**src/rtl/pipelined_barrel_shifter_pkg.sv**
```systemverilog
// shifter_pkg: op encoding and stage-record sizing for the pipelined barrel shifter.
// SHIFTER_FLAGS_EN adds carry/zero bits to every stage record.
package shifter_pkg;
  localparam int OP_W = 3;
  typedef enum logic [OP_W-1:0] {
    SHIFT_SLL = 3'd0,
    SHIFT_SRL = 3'd1,
    SHIFT_SRA = 3'd2,
    SHIFT_ROL = 3'd3,
    SHIFT_ROR = 3'd4
  } shift_op_e;
`ifdef SHIFTER_FLAGS_EN
  localparam int FLAG_W = 2;
`else
  localparam int FLAG_W = 0;
`endif
  function automatic int stage_w(input int width);
    return 1 + OP_W + $clog2(width) + width + FLAG_W;
  endfunction
  function automatic logic is_right(input logic [OP_W-1:0] op);
    return op == SHIFT_SRL || op == SHIFT_SRA || op == SHIFT_ROR;
  endfunction
endpackage

```
**src/rtl/pipelined_barrel_shifter_shift_stage.sv**
```systemverilog
// shift_stage: one pipeline level applying a conditional 2**STAGE left shift or rotate.
// The last level also undoes the entry bit-reversal of right ops (and forms the zero flag under SHIFTER_FLAGS_EN).
module shift_stage
  import shifter_pkg::*;
#(
  parameter int WIDTH = 32,
  parameter int STAGE = 0,
  localparam int SHW = $clog2(WIDTH),
  localparam int SW = stage_w(WIDTH)
) (
  input  logic          clk,
  input  logic          reset,
  input  logic          stall,
  input  logic [SW-1:0] s_i,
  output logic [SW-1:0] s_o
);
  localparam int S = 1 << STAGE;
  localparam bit LAST = STAGE == SHW - 1;
  typedef struct packed {
    logic             valid;
    logic [OP_W-1:0]  op;
    logic [SHW-1:0]   shamt;
    logic [WIDTH-1:0] data;
`ifdef SHIFTER_FLAGS_EN
    logic             carry;
    logic             zero;
`endif
  } stage_t;
  stage_t a, s_d, s_q;
  logic [WIDTH-1:0] sh, res, rev;
  logic fill, rot, en;
  assign a = s_i;
  assign s_o = s_q;
  // Right shifts arrive bit-reversed, so the SRA sign bit sits at bit 0 and refills itself.
  always_comb begin
    fill = a.op == SHIFT_SRA && a.data[0];
    rot = a.op == SHIFT_ROL || a.op == SHIFT_ROR;
    en = a.shamt[STAGE] && a.op <= SHIFT_ROR;
    sh = rot ? {a.data[WIDTH-1-S:0], a.data[WIDTH-1-:S]} : {a.data[WIDTH-1-S:0], {S{fill}}};
    res = en ? sh : a.data;
    rev = {<<{res}};
    s_d = a;
    s_d.data = LAST && is_right(a.op) ? rev : res;
`ifdef SHIFTER_FLAGS_EN
    s_d.zero = LAST ? s_d.data == '0 : a.zero;
`endif
  end
  always_ff @(posedge clk) begin
    if (reset) s_q <= '0;
    else if (!stall) s_q <= s_d;
  end
endmodule

```
**src/rtl/pipelined_barrel_shifter.sv**
```systemverilog
// pipelined_barrel_shifter: SHW-stage shift/rotate pipeline with valid/ready and global stall.
// Define SHIFTER_FLAGS_EN to add registered out_zero/out_carry outputs.
module pipelined_barrel_shifter
  import shifter_pkg::*;
#(
  parameter int WIDTH = 32,
  localparam int SHW = $clog2(WIDTH)
) (
  input  logic             clk,
  input  logic             reset,
  input  logic             in_valid,
  output logic             in_ready,
  input  logic [WIDTH-1:0] in_data,
  input  logic [SHW-1:0]   in_shamt,
  input  logic [OP_W-1:0]  in_op,
  output logic             out_valid,
  input  logic             out_ready,
  output logic [WIDTH-1:0] out_data
`ifdef SHIFTER_FLAGS_EN
  ,
  output logic             out_zero,
  output logic             out_carry
`endif
);
  localparam int SW = stage_w(WIDTH);
  logic [SW-1:0] pipe [SHW+1];
  logic [WIDTH-1:0] entry_data, rev_data;
  logic stall;
  assign stall = out_valid && !out_ready;
  assign in_ready = !stall;
  assign rev_data = {<<{in_data}};
  assign entry_data = is_right(in_op) ? rev_data : in_data;
`ifdef SHIFTER_FLAGS_EN
  logic [SHW-1:0] lidx, ridx;
  logic carry_d;
  // WIDTH-shamt wraps to the right index in SHW bits; shamt=0 is masked below.
  assign lidx = SHW'(0) - in_shamt;
  assign ridx = in_shamt - SHW'(1);
  assign carry_d = in_shamt == '0 ? 1'b0 :
                   (in_op == SHIFT_SLL || in_op == SHIFT_ROL) ? in_data[lidx] :
                   is_right(in_op) ? in_data[ridx] : 1'b0;
  assign pipe[0] = {in_valid, in_op, in_shamt, entry_data, carry_d, 1'b0};
  assign out_carry = pipe[SHW][1];
  assign out_zero = pipe[SHW][0];
`else
  assign pipe[0] = {in_valid, in_op, in_shamt, entry_data};
`endif
  assign out_valid = pipe[SHW][SW-1];
  assign out_data = pipe[SHW][FLAG_W +: WIDTH];
  for (genvar i = 0; i < SHW; i++) begin : g_stage
    shift_stage #(.WIDTH(WIDTH), .STAGE(i)) u_stage (
      .clk(clk),
      .reset(reset),
      .stall(stall),
      .s_i(pipe[i]),
      .s_o(pipe[i+1])
    );
  end
endmodule

```
**config.mk**
```make
export PLATFORM = sky130hd
export DESIGN_NAME = pipelined_barrel_shifter
export DESIGN_NICKNAME = d
export VERILOG_FILES = /design/src/rtl/pipelined_barrel_shifter_pkg.sv /design/src/rtl/pipelined_barrel_shifter_shift_stage.sv /design/src/rtl/pipelined_barrel_shifter.sv
export SDC_FILE = /design/constraint.sdc
export NUM_CORES = 1
export LEC_CHECK = 0
export ABC_AREA = 1
export BUFFER_PORTS_ARGS = -buffer_cell sky130_fd_sc_hd__buf_2
export CAP_MARGIN = 20
export CORE_MARGIN = 2
export CORE_UTILIZATION = 35
export CTS_CLUSTER_SIZE = 10
export DETAILED_ROUTE_END_ITERATION = 10
export SETUP_SLACK_MARGIN = 0.15
export SYNTH_ARGS = -nofsm -noshare
export SYNTH_HDL_FRONTEND = slang
export SYNTH_HIERARCHICAL = 1
export SYNTH_SLANG_ARGS = --single-unit
```
**constraint.sdc**
```tcl
create_clock -name clk -period 2.1 [get_ports clk]
set_input_delay 0.105 -clock clk [delete_from_list [all_inputs] [get_ports clk]]
set_output_delay 0.105 -clock clk [all_outputs]
set_load 0.01 [all_outputs]
```
After elaboration in Yosys (flattened, before gate mapping)
Cells that the tools add are included.
- register bits after elaboration: 197
- word-level logic and storage cells: 74
- input port bits: 44
- memories kept: 0
- memory bits (writable): 0
- latch bits: 0
- bits in read-only memories: 0
- multiplexer cells: 12
- shift operators: 0
- multipliers: 0
- reductions and logical operators: 22
- $add $sub $neg: 0
- equality and inequality tests: 17
- bitwise gates (word level): 0
- $lt $le $gt $ge: 5
- divide/modulo/power cells: 0
- operators with widths (kind ; number):
    32-bit 2-to-1 mux ; 7
    3-bit by 2-bit == test with 1-bit output, second input constant ; 10
    16-bit 2-to-1 mux ; 1
    3-bit == test, second input constant ; 5
    3-bit <= comparator, second input constant ; 5
    1-bit logical AND ; 11
    1-bit logical OR ; 9
    8-bit 2-to-1 mux ; 1
    3-bit by 1-bit == test with 1-bit output, second input constant ; 2
    4-bit 2-to-1 mux ; 1
    1-bit zero test ; 2
    2-bit 2-to-1 mux ; 1
    1-bit 2-to-1 mux ; 1

Logic depth before layout (Yosys ltp)
Gate-level depths: netlist of run 1.
- depth after elaboration: 7
- mapped depth: 11
- gate-level depth less buffers: 10

By module
The synthesis of run 1 kept the hierarchy.
- modules (own cells, without submodules) (module ; instances ; area an instance (um2) ; cells each ; seq. area each (um2)):
    shift_stage (g_stage[4].u_stage) ; 1 ; 2635.0 ; 435 ; 820.8
    shift_stage (g_stage[2].u_stage) ; 1 ; 2139.6 ; 319 ; 820.8
    shift_stage (g_stage[1].u_stage) ; 1 ; 2050.7 ; 321 ; 820.8
    shift_stage (g_stage[0].u_stage) ; 1 ; 2026.9 ; 319 ; 820.8
    shift_stage (g_stage[3].u_stage) ; 1 ; 1999.4 ; 314 ; 820.8
    pipelined_barrel_shifter ; 1 ; 740.7 ; 116 ; 0.0

Worst setup path before layout of run 1
OpenSTA, ideal clock, no wires.
- kind: flip-flop to flip-flop
- start: register g_stage[4].u_stage.s_q, in the netlist g_stage[4].u_stage/s_o[40]
- end: register g_stage[4].u_stage/s_o[39] (netlist name)
- setup time: 128 ps
- stages on the path, launching flop included: 8
- setup slack: 43 ps
- arrival time: 1929 ps
- data required time: 1972 ps
- cells stage by stage: dfxtp_1 -> inv_1 -> nor2_1 -> inv_1 -> buf_2 -> buf_1 -> o21ai_0 -> a21oi_1
- RTL lines (what ; line ; RTL):
    start: declaration ; pipelined_barrel_shifter_shift_stage.sv:29 ; stage_t a, s_d, s_q;
    start signal: assignment ; pipelined_barrel_shifter_shift_stage.sv:49 ; if (reset) s_q <= '0;
    start signal: assignment ; pipelined_barrel_shifter_shift_stage.sv:50 ; else if (!stall) s_q <= s_d;

Worst setup path in the final report of run 1
- start: input port in_op[1]
- end: register g_stage[0].u_stage.s_q, in the netlist g_stage[0].u_stage/s_o[0]
- elaborated cells on any way between the ends: 13
- RTL lines (what ; line ; RTL):
    start: declaration ; pipelined_barrel_shifter.sv:15 ; input logic [OP_W-1:0] in_op,
    3-bit by 1-bit == test with 1-bit output / 3-bit by 2-bit == test with 1-bit output (equally long branches) ; pipelined_barrel_shifter_pkg.sv:21 ; return op == SHIFT_SRL || op == SHIFT_SRA || op == SHIFT_ROR;
    1-bit logical OR ; pipelined_barrel_shifter_pkg.sv:21 ;
    1-bit logical OR (*) ; pipelined_barrel_shifter_pkg.sv:21 ;
    32-bit 2-to-1 mux (*) ; pipelined_barrel_shifter.sv:32 ; assign entry_data = is_right(in_op) ? rev_data : in_data;
    via entry_data[31] ; pipelined_barrel_shifter.sv:27 ; logic [WIDTH-1:0] entry_data, rev_data;
    1-bit 2-to-1 mux (*) ; pipelined_barrel_shifter_shift_stage.sv:39 ; sh = rot ? {a.data[WIDTH-1-S:0], a.data[WIDTH-1-:S]} : {a.data[WIDTH-1-S:0], {S{fill}}};
    32-bit 2-to-1 mux (*) ; pipelined_barrel_shifter_shift_stage.sv:40 ; res = en ? sh : a.data;
    end signal: assignment ; pipelined_barrel_shifter_shift_stage.sv:49 ;
    end signal: assignment ; pipelined_barrel_shifter_shift_stage.sv:50 ;
    end: declaration ; pipelined_barrel_shifter_shift_stage.sv:29 ;
Mark *: on every way through the listed nets, which the timed path passes. The rest lies on a longest branch.
A chain may end at the register's enable or synchronous reset.

==> impl_metrics.xml, run 1 <==
<?xml version="1.0" encoding="UTF-8"?>
<metrics>
  <group name="critical_path">
    <metric name="worst-r2r-setup-slack" unit="ns">0.40</metric>
    <metric name="critical_path.reg2reg.startpoint" unit="">g_stage[4].u_stage/s_o[40]$_SDFFE_PP0N_</metric>
    <metric name="worst_path_required" unit="ns">2.41</metric>
    <metric name="critical_path.startpoint_type" unit="">primary input</metric>
    <metric name="cp_startpoint" unit="">in_op[1]</metric>
    <metric name="critPathArrivalTime" unit="ns">2.04</metric>
    <metric name="critical_path.endpoint_type" unit="">flop</metric>
    <metric name="timing_worst_setup_path_type" unit="">primary input to flop</metric>
    <metric name="critPathMaxFanout" unit="">33</metric>
  </group>
  <group name="timing">
    <metric name="timing_max_transition_violations_final" unit="">0</metric>
    <metric name="tightestPinTransition" unit="ns">0.7071</metric>
    <metric name="max_clock_freq" unit="MHz">581.0</metric>
    <metric name="period_share" unit="%">81.96</metric>
    <metric name="clock-skew-final" unit="ns">0.01373</metric>
    <metric name="max-slew-margin-rel" unit="%">52.75</metric>
    <metric name="layout_min_cycle_time" unit="ns">1.721</metric>
    <metric name="setup_total_negative_slack" unit="ns">0</metric>
    <metric name="number_of_endpoints_failing_setup_at_the_final_stage" unit="">0</metric>
    <metric name="grt_setup_unrepaired" unit="">false</metric>
    <metric name="hold_viol" unit="">0</metric>
  </group>
  <group name="final_layout">
    <metric name="fin_cells" unit="">2166</metric>
    <metric name="finish.utilization" unit="%">38.69</metric>
    <metric name="area.sequential" unit="µm²">3744</metric>
    <metric name="num_antenna_cells" unit="">0</metric>
    <metric name="area_delta_synth_final" unit="%">8.095</metric>
    <metric name="largest_reg_flops" unit="">187</metric>
    <metric name="fillerInstances" unit="">3343</metric>
    <metric name="final_layout_size_suffix_gt1_share" unit="%">13.22</metric>
    <metric name="multiInputGateArea" unit="µm²">5632</metric>
    <metric name="final_nets" unit="">1802</metric>
  </group>
  <group name="global_routing">
    <metric name="grt_pass1_wl" unit="µm">46450</metric>
    <metric name="use_met2" unit="%">28.26</metric>
    <metric name="grt_util_met1" unit="%">23.01</metric>
    <metric name="antenna_found_initial" unit="">0</metric>
    <metric name="global_route.usage.met3" unit="%">2.580</metric>
    <metric name="global_route.overflow_total" unit="">0</metric>
    <metric name="global_route.peak_usage_layer" unit="">met2</metric>
    <metric name="grt_max_degree" unit="">72</metric>
    <metric name="global_route.usage.total" unit="%">16.90</metric>
    <metric name="grt_pass1_vias" unit="">9422</metric>
  </group>
  <group name="power_and_ir_drop">
    <metric name="seq_power_share" unit="%">46.9</metric>
    <metric name="power.internal" unit="W">0.005937</metric>
    <metric name="vdd_ir_drop_max" unit="µV">694.3</metric>
    <metric name="p_leak" unit="nW">6.445</metric>
    <metric name="clock_power_share" unit="%">38.6</metric>
    <metric name="power.switching" unit="W">0.002527</metric>
    <metric name="power_density" unit="nW/µm²">711.5</metric>
    <metric name="proportion_of_power_drawn_by_combinational_gates" unit="%">14.5</metric>
    <metric name="finalPower" unit="W">0.008465</metric>
    <metric name="switching_share" unit="%">29.86</metric>
  </group>
  <group name="floorplanning">
    <metric name="die-area" unit="µm²">32880</metric>
    <metric name="floorplan.initialDensity" unit="%">35.79</metric>
    <metric name="die-height" unit="µm">181.3</metric>
    <metric name="die_w" unit="µm">181.3</metric>
    <metric name="i_o_pins" unit="">78</metric>
    <metric name="floorplan.core_area" unit="µm²">30750</metric>
    <metric name="num_rows" unit="">64</metric>
  </group>
  <group name="cts">
    <metric name="clock_transition_at_the_registers_of_the_reported_paths" unit="ns">0.07</metric>
    <metric name="h_tree_lvls" unit="">4</metric>
    <metric name="post_cts_resize_count" unit="">0</metric>
    <metric name="tritoncts_num_sinks" unit="">187</metric>
    <metric name="cts_buf_count" unit="">17</metric>
    <metric name="cts_tree" unit="">done</metric>
    <metric name="worstSkewPairLatency" unit="ns">0.44</metric>
    <metric name="root_buffer" unit="">clkbuf_16</metric>
    <metric name="clock_path_buffers" unit="">2</metric>
  </group>
  <group name="synth">
    <metric name="synth_instances" unit="">1754</metric>
    <metric name="syn_area" unit="µm²">11010</metric>
    <metric name="avgSynthCellArea" unit="µm²">6.275</metric>
    <metric name="syn_nets" unit="">1798</metric>
    <metric name="synth.yosys.warnings" unit="">6</metric>
  </group>
  <group name="placement">
    <metric name="sum_of_net_half_perimeters_after_detailed_placement" unit="µm">18950</metric>
    <metric name="gpl.final_weighted_congestion" unit="">0.8148</metric>
    <metric name="placed_cells_incl_taps" unit="">2129</metric>
    <metric name="buffer_ports.inserted" unit="">77</metric>
  </group>
  <group name="outcome">
    <metric name="status" unit="">finished clean</metric>
  </group>
  <group name="drt">
    <metric name="vias" unit="">10490</metric>
    <metric name="final_antenna_net_count" unit="">0</metric>
    <metric name="vias_per_cell" unit="">4.841</metric>
    <metric name="drt_pass1_iterations" unit="">5</metric>
    <metric name="detail_route.wirelength" unit="µm">27310</metric>
    <metric name="post-route-drc-count" unit="">0</metric>
    <metric name="drt-initial-drc-count" unit="">878</metric>
    <metric name="drt-wirelength-per-cell" unit="µm">12.61</metric>
  </group>
  <group name="min_path">
    <metric name="holdCritPathClass" unit="">primary input to flop</metric>
    <metric name="timing.hold.worst.start" unit="">in_op[0]</metric>
  </group>
  <group name="flow_run">
    <metric name="max_cap_viol_count" unit="">0</metric>
  </group>
</metrics>
==> placed cells by master, fill, tap and decap left out, drive strengths merged <==
cell type / n
o21ai: 100
buf: 102
nand3: 312
dfxtp: 187
dlygate4sd3: 6
clkinv: 5
o21bai: 1
nor3: 1
clkbuf: 18
inv: 210
a21oi: 75
nand2: 484
bufinv: 1
a211oi: 3
nor2: 265
==> worst max-delay path, cell delays in order <==
cell and delay (ns):
dlygate4sd3_1 0.53, buf_2 0.15, inv_2 0.09, nand2_4 0.05, nand3_4 0.27, nand2_8 0.27
nand2_1 0.12, nand2_1 0.07, o21ai_0 0.15, nand2_1 0.07, nand2_1 0.10, a21oi_1 0.06
==> metrics by stage <==
stage                     area [µm²]  hold slack, ns  setup WS [ns]
final                          11900         0.02445         0.3788
after global placement         11250          0.3778         0.4701
after global routing           11900         0.02802         0.1587
after CTS                      11900        0.008169         0.3874
after floorplan                11010          0.2478         0.2122
after detailed placement       11250          0.3868         0.4083
==> worst paths after layout <==
| path | endpoint | cells past startpoint |
|---|---|---|
| setup reg to reg | g_stage[1].u_stage/s_o[28]$_SDFFE_PP0N_ | 8 |
| hold / removal | g_stage[0].u_stage/s_o[37]$_SDFFE_PP0N_ | 3 |
| hold reg to reg | g_stage[0].u_stage/s_o[40]$_SDFFE_PP0N_ | 2 |
| setup / recovery | g_stage[0].u_stage/s_o[0]$_SDFFE_PP0N_ | 12 |
==> final cells by class <==
cell class | count | area share (%)
clock buffers | 18 | 3.692
clock inverters | 13 | 1.273
inverters | 203 | 6.405
multi-input cells | 1241 | 47.34
flip-flops and latches | 187 | 31.47
well taps | 396 | 4.165
repair buffers | 108 | 5.658
==> repair_timing <==
item                      in CTS  in global routing
hold buffers                   6                  0
setup buffers                  0                  0
hold endpoints to repair       6                  0
==> routing by layer <==
layer  vias up  share of wire, %
met5         -                 0
met4         0              0.92
met3        16               3.5
met2       190                47
met1      4798                49
li1       5482                 -
==> power groups by stage <==
| stage | registers (W) | logic [W] | clock network [W] |
|---|---|---|---|
| 6_report | 0.00397 | 0.00123 | 0.00327 |
| 5_1_grt | 0.00400 | 0.00142 | 0.00348 |
| 4_1_cts | 0.00397 | 0.00123 | 0.00334 |
| 3_5_place_dp | 0.00405 | 0.00122 | 0 |
| 3_3_place_gp | 0.00405 | 0.00120 | 0 |
| 2_1_floorplan | 0.00399 | 0.00100 | 0 |
Note: power is estimated with default switching activity, not from simulation.
==> inputs of run 2 (changes only) <==
==> constraint.sdc (replaced) <==
create_clock -name clk -period 1.75 [get_ports clk]
set_input_delay 0.0875 -clock clk [delete_from_list [all_inputs] [get_ports clk]]
set_output_delay 0.0875 -clock clk [all_outputs]
set_load 0.01 [all_outputs]
==> run 2 against run 1 <==
Against the previous run:
- register-to-register slack got worse by 0.14 ns
- first-iteration DRC count increased by 0.23%
- global-route usage increased by 0.44 points
- worst hold slack improved by 0.011 ns
- combinational power increased by 23%
- cell count increased by 0.88%
- sequential power increased by 20%
- sequential share of layout area decreased by 0.57 points
- clock-buffer cell count decreased by 1
- non-clock buffer count increased by 18
- critical path type is now flop to flop
- critical endpoint is now g_stage[4].u_stage/s_o[8]$_SDFFE_PP0N_
- highest routed layer unchanged
==> impl_metrics.xml, run 2 (synthesized netlist as in run 1, its figures left out) <==
<?xml version="1.0" encoding="UTF-8"?>
<metrics>
  <group name="timing">
    <metric name="layout_min_cycle_time" unit="ns">1.487</metric>
    <metric name="timing_max_transition_violations_final" unit="">0</metric>
    <metric name="clock-skew-final" unit="ns">0.01158</metric>
    <metric name="tightestPinTransition" unit="ns">0.5164</metric>
    <metric name="grt_setup_unrepaired" unit="">true</metric>
    <metric name="hold_viol" unit="">0</metric>
    <metric name="period_share" unit="%">84.99</metric>
    <metric name="max_clock_freq" unit="MHz">672.4</metric>
    <metric name="setup_total_negative_slack" unit="ns">0</metric>
    <metric name="number_of_endpoints_failing_setup_at_the_final_stage" unit="">0</metric>
    <metric name="max-slew-margin-rel" unit="%">65.45</metric>
  </group>
  <group name="critical_path">
    <metric name="critPathArrivalTime" unit="ns">1.81</metric>
    <metric name="critical_path.endpoint_type" unit="">flop</metric>
    <metric name="timing_worst_setup_path_type" unit="">flop to flop</metric>
    <metric name="critical_path.reg2reg.startpoint" unit="">g_stage[3].u_stage/s_o[37]$_SDFFE_PP0N_</metric>
    <metric name="worstRegToRegCells" unit="">6</metric>
    <metric name="critical-path-slowest-cell" unit="">dfxtp_1</metric>
    <metric name="worst-path-buf-inv" unit="">0</metric>
    <metric name="worst_path_required" unit="ns">2.07</metric>
    <metric name="critical_path.max_stage_delay" unit="ns">0.36</metric>
    <metric name="worstPathCellList" unit="">o21ai_2 &gt; nand2_2 &gt; nor2_4 &gt; nand2_1 &gt; nand3_1 &gt; a21oi_1</metric>
    <metric name="worst-r2r-setup-slack" unit="ns">0.26</metric>
    <metric name="critPathMaxFanout" unit="">16</metric>
    <metric name="crit-reg2reg-capture" unit="">g_stage[4].u_stage/s_o[8]$_SDFFE_PP0N_</metric>
    <metric name="critical_path.startpoint_type" unit="">flop</metric>
    <metric name="cell_family_with_most_cp_delay" unit="">simple AND/OR/NAND/NOR gates</metric>
  </group>
  <group name="final_layout">
    <metric name="final_cell_mix" unit="">nand2_1 (415), nand3_1 (310), nor2_1 (260), inv_1 (194), dfxtp_1 (187)</metric>
    <metric name="area_delta_synth_final" unit="%">10.08</metric>
    <metric name="largest_reg_flops" unit="">187</metric>
    <metric name="num_antenna_cells" unit="">0</metric>
    <metric name="layout_commonest_cell" unit="">nand2_1</metric>
    <metric name="final_nets" unit="">1820</metric>
    <metric name="final_design_area_no_fill" unit="µm²">12120</metric>
    <metric name="final_layout_size_suffix_gt1_share" unit="%">14.14</metric>
  </group>
  <group name="min_path">
    <metric name="hold-path-endpoint" unit="">g_stage[0].u_stage/s_o[39]$_SDFFE_PP0N_</metric>
    <metric name="holdCritPathClass" unit="">primary input to flop</metric>
    <metric name="timing.hold.worst.start" unit="">in_op[2]</metric>
    <metric name="holdPathStages" unit="">3</metric>
  </group>
  <group name="power_and_ir_drop">
    <metric name="proportion_of_power_drawn_by_combinational_gates" unit="%">14.8</metric>
    <metric name="power.switching" unit="W">0.002958</metric>
    <metric name="finalPower" unit="W">0.01017</metric>
    <metric name="switching_share" unit="%">29.07</metric>
    <metric name="power_density" unit="nW/µm²">839.8</metric>
    <metric name="vdd_ir_drop_max" unit="µV">653.5</metric>
    <metric name="seq_power_share" unit="%">46.8</metric>
    <metric name="clock_power_share" unit="%">38.3</metric>
    <metric name="power.internal" unit="W">0.007216</metric>
    <metric name="p_leak" unit="nW">6.549</metric>
  </group>
  <group name="floorplanning">
    <metric name="i_o_pins" unit="">78</metric>
    <metric name="floorplan.initialDensity" unit="%">35.79</metric>
    <metric name="floorplan.core_area" unit="µm²">30750</metric>
    <metric name="die-area" unit="µm²">32880</metric>
    <metric name="die-height" unit="µm">181.3</metric>
    <metric name="num_rows" unit="">64</metric>
    <metric name="die_w" unit="µm">181.3</metric>
  </group>
  <group name="cts">
    <metric name="h_tree_lvls" unit="">4</metric>
    <metric name="root_buffer" unit="">clkbuf_16</metric>
    <metric name="clock_path_buffers" unit="">2</metric>
    <metric name="cts_tree" unit="">done</metric>
    <metric name="worstSkewPairLatency" unit="ns">0.44</metric>
    <metric name="clock_transition_at_the_registers_of_the_reported_paths" unit="ns">0.07</metric>
    <metric name="cts_buf_count" unit="">17</metric>
    <metric name="tritoncts_num_sinks" unit="">187</metric>
  </group>
  <group name="placement">
    <metric name="buffer_ports.inserted" unit="">77</metric>
    <metric name="post_dp_cell_area" unit="µm²">11420</metric>
    <metric name="gpl.final_weighted_congestion" unit="">0.7959</metric>
    <metric name="sum_of_net_half_perimeters_after_detailed_placement" unit="µm">19560</metric>
  </group>
  <group name="drt">
    <metric name="drt_pass1_iterations" unit="">5</metric>
    <metric name="post-route-drc-count" unit="">0</metric>
    <metric name="vias_per_cell" unit="">4.833</metric>
    <metric name="drt-initial-drc-count" unit="">880</metric>
    <metric name="detail_route.wirelength" unit="µm">27910</metric>
    <metric name="vias" unit="">10560</metric>
    <metric name="final_antenna_net_count" unit="">0</metric>
    <metric name="drt-wirelength-per-cell" unit="µm">12.77</metric>
  </group>
  <group name="global_routing">
    <metric name="grt_pass1_wl" unit="µm">47520</metric>
    <metric name="grt_max_degree" unit="">70</metric>
    <metric name="global_route.overflow_total" unit="">0</metric>
    <metric name="antenna_found_initial" unit="">0</metric>
    <metric name="global_route.usage.total" unit="%">17.34</metric>
    <metric name="grt_pass1_vias" unit="">9632</metric>
  </group>
  <group name="outcome">
    <metric name="status" unit="">finished clean</metric>
  </group>
  <group name="flow_run">
    <metric name="max_cap_viol_count" unit="">0</metric>
  </group>
</metrics>
run 2: power by group through the flow:
| stage | registers [W] | logic, W | clock network [W] |
|---|---|---|---|
| final | 0.00476 | 0.00151 | 0.00390 |
| after global routing | 0.00480 | 0.00175 | 0.00419 |
| after CTS | 0.00476 | 0.00151 | 0.00401 |
| after detailed placement | 0.00486 | 0.00149 | 0 |
| after global placement | 0.00485 | 0.00147 | 0 |
| after floorplan | 0.00478 | 0.00120 | 0 |
run 2: worst min-delay path, delay by kind of cell:
| family | cells | cell delay, ns |
|---|---|---|
| compound gates | 1 | 0.07 |
| buf+inv | 2 | 0.26 |
run 2: routing by layer:
layer / track usage (%) / wire [µm] / up-vias
met2: 28.72 / 13030 / 184
met1: 23.41 / 13480 / 4835
met5: 0 / 0 / -
met4: 4.260 / 278 / 0
met3: 2.963 / 1121 / 16
li1: - / - / 5525
run 2: worst max path at each step:
stage / startpoint / to / slack, ns / depth (start not counted)
final: g_stage[3].u_stage/s_o[37]$_SDFFE_PP0N_ / g_stage[4].u_stage/s_o[8]$_SDFFE_PP0N_ / 0.26 / 6
after global routing: g_stage[3].u_stage/s_o[37]$_SDFFE_PP0N_ / g_stage[4].u_stage/s_o[8]$_SDFFE_PP0N_ / 0.15 / 6
after CTS: g_stage[4].u_stage/s_o[40]$_SDFFE_PP0N_ / in_ready / 0.21 / 5
after detailed placement: g_stage[3].u_stage/s_o[37]$_SDFFE_PP0N_ / g_stage[4].u_stage/s_o[8]$_SDFFE_PP0N_ / 0.27 / 6
after global placement: g_stage[3].u_stage/s_o[37]$_SDFFE_PP0N_ / g_stage[4].u_stage/s_o[8]$_SDFFE_PP0N_ / 0.27 / 6
after floorplan: g_stage[4].u_stage/s_o[40]$_SDFFE_PP0N_ / g_stage[1].u_stage/s_o[1]$_SDFFE_PP0N_ / 0.25 / 7
run 2: what timing repair did:
item / 4_1_cts / 5_1_grt
hold buffers: 7 / 0
endpoints found under the hold margin: 7 / 0
pin swaps: 1 / 0
cloned: 0 / 0
setup endpoints to repair: 1 / 14
buffers inserted: 2 / 0
resized for setup: 1 / 6
run 2: layout make-up:
| cell class | instances | area (µm²) |
|---|---|---|
| well taps | 396 | 495.5 |
| clock buffers | 17 | 425.4 |
| clock inverters | 15 | 163.9 |
| multi-input cells | 1241 | 5634 |
| repair buffers | 126 | 888.4 |
| inverters | 203 | 764.5 |
| fillers | 3386 | 18630 |
| flip-flops and latches | 187 | 3744 |
run 2: through the flow:
step	hold slack [ns]	setup WS, ns	util, %	std cells
6_report	0.03583	0.2627	39.40	2185
5_1_grt	0.03112	0.1499	39.40	2185
4_1_cts	0.01447	0.2120	39.35	2185
3_5_place_dp	0.3609	0.2669	37.14	2144
3_3_place_gp	0.3591	0.2736	37.14	2144
2_1_floorplan	0.2303	0.2528	-	1754
